**config.mk**
```make
export PLATFORM = sky130hd
export DESIGN_NAME = uart_rx
export DESIGN_NICKNAME = d
export VERILOG_FILES = /design/src/rtl/uart_rx.sv
export SDC_FILE = /design/constraint.sdc
export NUM_CORES = 1
export LEC_CHECK = 0
export ABC_AREA = 0
export CAP_MARGIN = 10
export CORE_UTILIZATION = 35
export CTS_BUF_LIST = sky130_fd_sc_hd__clkbuf_4
export DETAILED_ROUTE_END_ITERATION = 12
export PLACE_DENSITY_LB_ADDON = 0.12
export SLEW_MARGIN = 5
export SYNTH_ARGS = -nofsm -noshare
export SYNTH_HDL_FRONTEND = slang
export SYNTH_SLANG_ARGS = --single-unit
export TNS_END_PERCENT = 5
```
**constraint.sdc**
```tcl
create_clock -name clk -period 5.8 [get_ports clk]
set_clock_uncertainty 0.05 [all_clocks]
set_input_delay 1.16 -clock clk [delete_from_list [all_inputs] [get_ports clk]]
set_output_delay 1.16 -clock clk [all_outputs]
set_load 0.05 [all_outputs]
```
**src/rtl/uart_rx.sv**
```systemverilog
// 8N1 UART receiver: 2-FF input synchroniser, centre-sampling bit timer and
// valid/ready byte output with framing-error and overrun pulses.
module uart_rx #(
    parameter int unsigned CLKS_PER_BIT = 87
) (
    input  logic       clk,
    input  logic       resetn,
    input  logic       rxd,
    output logic [7:0] rx_data,
    output logic       rx_valid,
    input  logic       rx_ready,
    output logic       frame_err,
    output logic       overrun,
    output logic       busy
);

    localparam int unsigned CW = $clog2(CLKS_PER_BIT + 1);
    localparam logic [CW-1:0] FULL_CNT = CW'(CLKS_PER_BIT);
    localparam logic [CW-1:0] HALF_CNT = CW'(CLKS_PER_BIT / 2);

    localparam logic [2:0] S_IDLE  = 3'd0;
    localparam logic [2:0] S_START = 3'd1;
    localparam logic [2:0] S_DATA  = 3'd2;
    localparam logic [2:0] S_STOP  = 3'd3;
    localparam logic [2:0] S_BREAK = 3'd4;

    logic          sync1_q;
    logic          rxd_s_q;
    logic [2:0]    state_q, state_d;
    logic [CW-1:0] cnt_q, cnt_d;
    logic [2:0]    idx_q, idx_d;
    logic [7:0]    shreg_q, shreg_d;
    logic [7:0]    rx_data_q, rx_data_d;
    logic          rx_valid_q, rx_valid_d;
    logic          frame_err_q, frame_err_d;
    logic          overrun_q, overrun_d;
    logic          expire;

    // A phase of length L is loaded as L and ends on the cycle the counter reads 1.
    assign expire = (cnt_q == CW'(1));

    always_comb begin
        state_d     = state_q;
        cnt_d       = (cnt_q != '0) ? cnt_q - CW'(1) : '0;
        idx_d       = idx_q;
        shreg_d     = shreg_q;
        rx_data_d   = rx_data_q;
        rx_valid_d  = rx_valid_q;
        frame_err_d = 1'b0;
        overrun_d   = 1'b0;

        if (rx_valid_q && rx_ready) begin
            rx_valid_d = 1'b0;
        end

        case (state_q)
            S_IDLE: begin
                if (!rxd_s_q) begin
                    state_d = S_START;
                    cnt_d   = HALF_CNT;
                end
            end
            S_START: begin
                if (expire) begin
                    if (!rxd_s_q) begin
                        state_d = S_DATA;
                        idx_d   = '0;
                        cnt_d   = FULL_CNT;
                    end else begin
                        state_d = S_IDLE;
                    end
                end
            end
            S_DATA: begin
                if (expire) begin
                    shreg_d[idx_q] = rxd_s_q;
                    cnt_d          = FULL_CNT;
                    if (idx_q == 3'd7) begin
                        state_d = S_STOP;
                    end else begin
                        idx_d = idx_q + 3'd1;
                    end
                end
            end
            S_STOP: begin
                if (expire) begin
                    if (rxd_s_q) begin
                        rx_data_d  = shreg_q;
                        rx_valid_d = 1'b1;
                        overrun_d  = rx_valid_q && !rx_ready;
                        state_d    = S_IDLE;
                    end else begin
                        frame_err_d = 1'b1;
                        state_d     = S_BREAK;
                    end
                end
            end
            S_BREAK: begin
                if (rxd_s_q) begin
                    state_d = S_IDLE;
                end
            end
            default: begin
                state_d = S_IDLE;
            end
        endcase
    end

    always_ff @(posedge clk or negedge resetn) begin
        if (!resetn) begin
            sync1_q     <= 1'b1;
            rxd_s_q     <= 1'b1;
            state_q     <= S_IDLE;
            cnt_q       <= '0;
            idx_q       <= '0;
            shreg_q     <= '0;
            rx_data_q   <= '0;
            rx_valid_q  <= 1'b0;
            frame_err_q <= 1'b0;
            overrun_q   <= 1'b0;
        end else begin
            sync1_q     <= rxd;
            rxd_s_q     <= sync1_q;
            state_q     <= state_d;
            cnt_q       <= cnt_d;
            idx_q       <= idx_d;
            shreg_q     <= shreg_d;
            rx_data_q   <= rx_data_d;
            rx_valid_q  <= rx_valid_d;
            frame_err_q <= frame_err_d;
            overrun_q   <= overrun_d;
        end
    end

    assign rx_data   = rx_data_q;
    assign rx_valid  = rx_valid_q;
    assign frame_err = frame_err_q;
    assign overrun   = overrun_q;
    assign busy      = (state_q != S_IDLE);

endmodule

```
==> key figures <==
Floorplan
  • Ports: 16
  • Die Footprint: ~0.0049 mm2
  • Chip width: around 70 um
  • Rows: 24
  • Core Region: 0.00441 mm2
  • Starting Density: 37.0%
  • Die height: 70.3 um

Detailed routing
  • 1st-pass router iterations: 4
  • DR top layer: met4
  • WL/cell: 13.9 um
  • Detailed router's first-iteration violation count: 69
  • Routed vias: 1117
  • Wire length on met2: about 1300 um
  • Metal3 WL: roughly 120 um
  • # DRC: 0
  • DR vias/cell: 5.32
  • ANT nets after route: 0
  • Drt total wl: 2910 um
  • WL met1: 1420 um

Critical path
  • Worst endpoint required time: 4.59 ns
  • Worst R2R Start: cnt_q[4]
  • CP Launch Point: state_q[0]
  • Worst Setup Start Kind: register
  • CP Class: reg2out
  • Crit end category: primary output
  • Worst-path fanout max: 12
  • Worst Path Arrival: a little over 2 ns

Hold path
  • Hold Crit Start: sync1_q
  • Worst min path class: reg2reg

Synth
  • Complex-gate fraction of the synthesized area: 7.59%
  • Ys async rst share: 100%
  • Synth area leader: dfrtp_1
  • Synth top cells by count: 32 x dfrtp_1, 17 x mux2_2, 11 x nand2_1
  • Register area share after synthesis: 52.3%
  • Area share of fa/ha/maj cells after synthesis: 3.83%
  • Mapped cell area: 0.00163 mm2
  • Dominant synthesized flop cell: dfrtp_1
  • Mux cell area share after synthesis: 13.0%
  • Yosys warns: 0
  • Syn avg cell area: 11.7 um2
  • Post-synthesis xor/xnor area fraction: under 10%
  • Number of synthesized register bits: 34
  • Gate Count Post-Synth: 139
  • Simple-Gate Fraction of Synth Area: 19.6%
  • Yosys top cell area share: between 40 and 50%
  • Syn nets: between 100 and 150
  • Count of cell types in the netlist: 33
  • Area contributors post-synth: dfrtp_1 49%, mux2_2 12%, ha_1 3.8%
  • Top-count cell post-synth: dfrtp_1
  • Largest family of logic cells by synthesized area: simple AND/OR/NAND/NOR gates
  • Number of synthesized flops with an enable pin: 0

Timing
  • Setup violators final: 0
  • Tcrit/Tclk final: 55.6%
  • F_max: 310 MHz
  • Slew at the pin closest to its max-slew limit: around 0.67 ns
  • Final WS setup: around 2.6 ns
  • Count of pins over their slew limit: 0
  • RSZ-0062 raised after global routing: false
  • Sum Neg Setup Slack: 0 ns
  • Hold Fails Final Rpt: 0
  • Slew headroom: 55.1%
  • Fin crit period: between 3 and 4 ns

Place
  • Setup WS pre-CTS: 2.94 ns
  • DP HPWL: 2050 um
  • PortBufs: 15
  • GP Congestion: 0.781

Global routing
  • Vias in the first global route: 1098
  • Largest net degree at the start of global routing: 35
  • Overflow after GRT: 0
  • GRT Total Usage: between 10% and 20%
  • First-pass GRT wire length: 5180 um
  • Initial antenna violation count: 0

Clock tree
  • Setup Fix Bufs, Post-CTS: 0
  • Worst skew pair latency: ~0.33 ns
  • CTS tree: built
  • Post-cts repair resize count: 0
  • Num CTS Buffers: 5
  • Clock Sinks: 34
  • Htree depth: 2
  • Cts hold-fix bufs: 0
  • CTS clk-pin slew, worst paths: roughly 0.10 ns
  • Root buffer cell: clkbuf_4
  • Maximum clock insertion buffer count: 2

Power
  • Leakage power: between 0.8 and 0.9 nW
  • Peak supply drop: 0.000108 V
  • Pwr dens: 291 mW/mm2

Final layout
  • Fin nets: 167
  • FILL cells: roughly 420
  • Area delta synth->final: 15.0%
  • Ant. Diodes: 0
  • Multi-input logic area: 734 um2
  • Register area: 853 um2
  • Layout cells sized above 1: about 22%

Outcome
  • Status: complete, no violations

Run
  • Max-Cap Viols: 0
## cells by family after synthesis
family	Yosys count
compound gates	17
xor+xnor	2
fa+ha+maj	5
simple gates	53
flops	34
mux	19
buf+inv	9
## metrics by stage
stage	total power, mW	util [%]	instance area (um2)	std cells	hold slack, ns
after floorplan	0.404	-	1630	139	0.295
after global placement	0.426	41.4	1830	203	0.296
after detailed placement	0.430	41.4	1830	203	0.298
after CTS	0.554	42.5	1880	210	0.314
after global routing	0.589	42.5	1880	210	0.316
final	0.545	42.5	1880	210	0.312
## cell type report
class,instances,area share (%)
Clock inverter,2,0.533
Inverter,5,1.00
Tap cell,52,3.47
Timing Repair Buffer,16,8.40
Sequential cell,34,45.5
Multi-Input combinational cell,96,39.1
Clock buffer,5,2.00
## report_power, final
| group | internal (mW) | switching, mW |
|---|---|---|
| Combinational | 0.0540 | 0.0737 |
| Sequential | 0.262 | 0.0354 |
| Clock | 0.0435 | 0.0770 |
| Total | 0.359 | 0.186 |
## registers in the layout, indices dropped and copies added (netlist names)
| signal | flops |
|---|---|
| rx_valid | 1 |
| state_q | 3 |
| shreg_q | 8 |
| idx_q | 3 |
| rx_data | 8 |
| frame_err | 1 |
| cnt_q | 7 |
| rxd_s_q | 1 |
| overrun | 1 |
| sync1_q | 1 |
## metal layers
layer  vias to the layer above  global-route usage (%)
met3                         8                    3.17
met1                       543                    18.7
met4                         0                    8.00
li1                        542                       -
met2                        24                    19.5
met5                         -                       0
## layout by cell type, fill, tap and decap left out, types with 2 or more instances in the layout
| master | count |
|---|---|
| dfrtp_1 | 32 |
| mux2_2 | 17 |
| clkdlybuf4s50_1 | 15 |
| nand2_1 | 11 |
| nor2_1 | 10 |
| nand3_1 | 9 |
| nor3_1 | 7 |
| a21oi_1 | 6 |
| inv_1 | 5 |
| ha_1 | 5 |
| clkbuf_4 | 5 |
| o21ai_0 | 4 |
| or3_1 | 2 |
| or3b_2 | 2 |
| nand2b_1 | 2 |
| a211oi_1 | 2 |
| xor2_1 | 2 |
| nand4_1 | 2 |
| nor3b_1 | 2 |
| mux2i_1 | 2 |
| clkinv_2 | 2 |
| dfstp_2 | 2 |
## worst paths after layout
path                         endpoint  slack [ns]  cells after the start
max                              busy        2.57                      2
max in group asynchronous     sync1_q        4.18                      2
min in group asynchronous    cnt_q[4]        1.16                      2
max reg2reg                shreg_q[1]        3.68                      4
min                           rxd_s_q        0.31                      0
min reg2reg                   rxd_s_q        0.31                      0
## critical path, stage by stage, from the launching register on
cell and delay [ns]:
dfrtp_1 0.53, or3_1 0.44, clkdlybuf4s50_1 0.71
(Power assumes the default switching activity.)
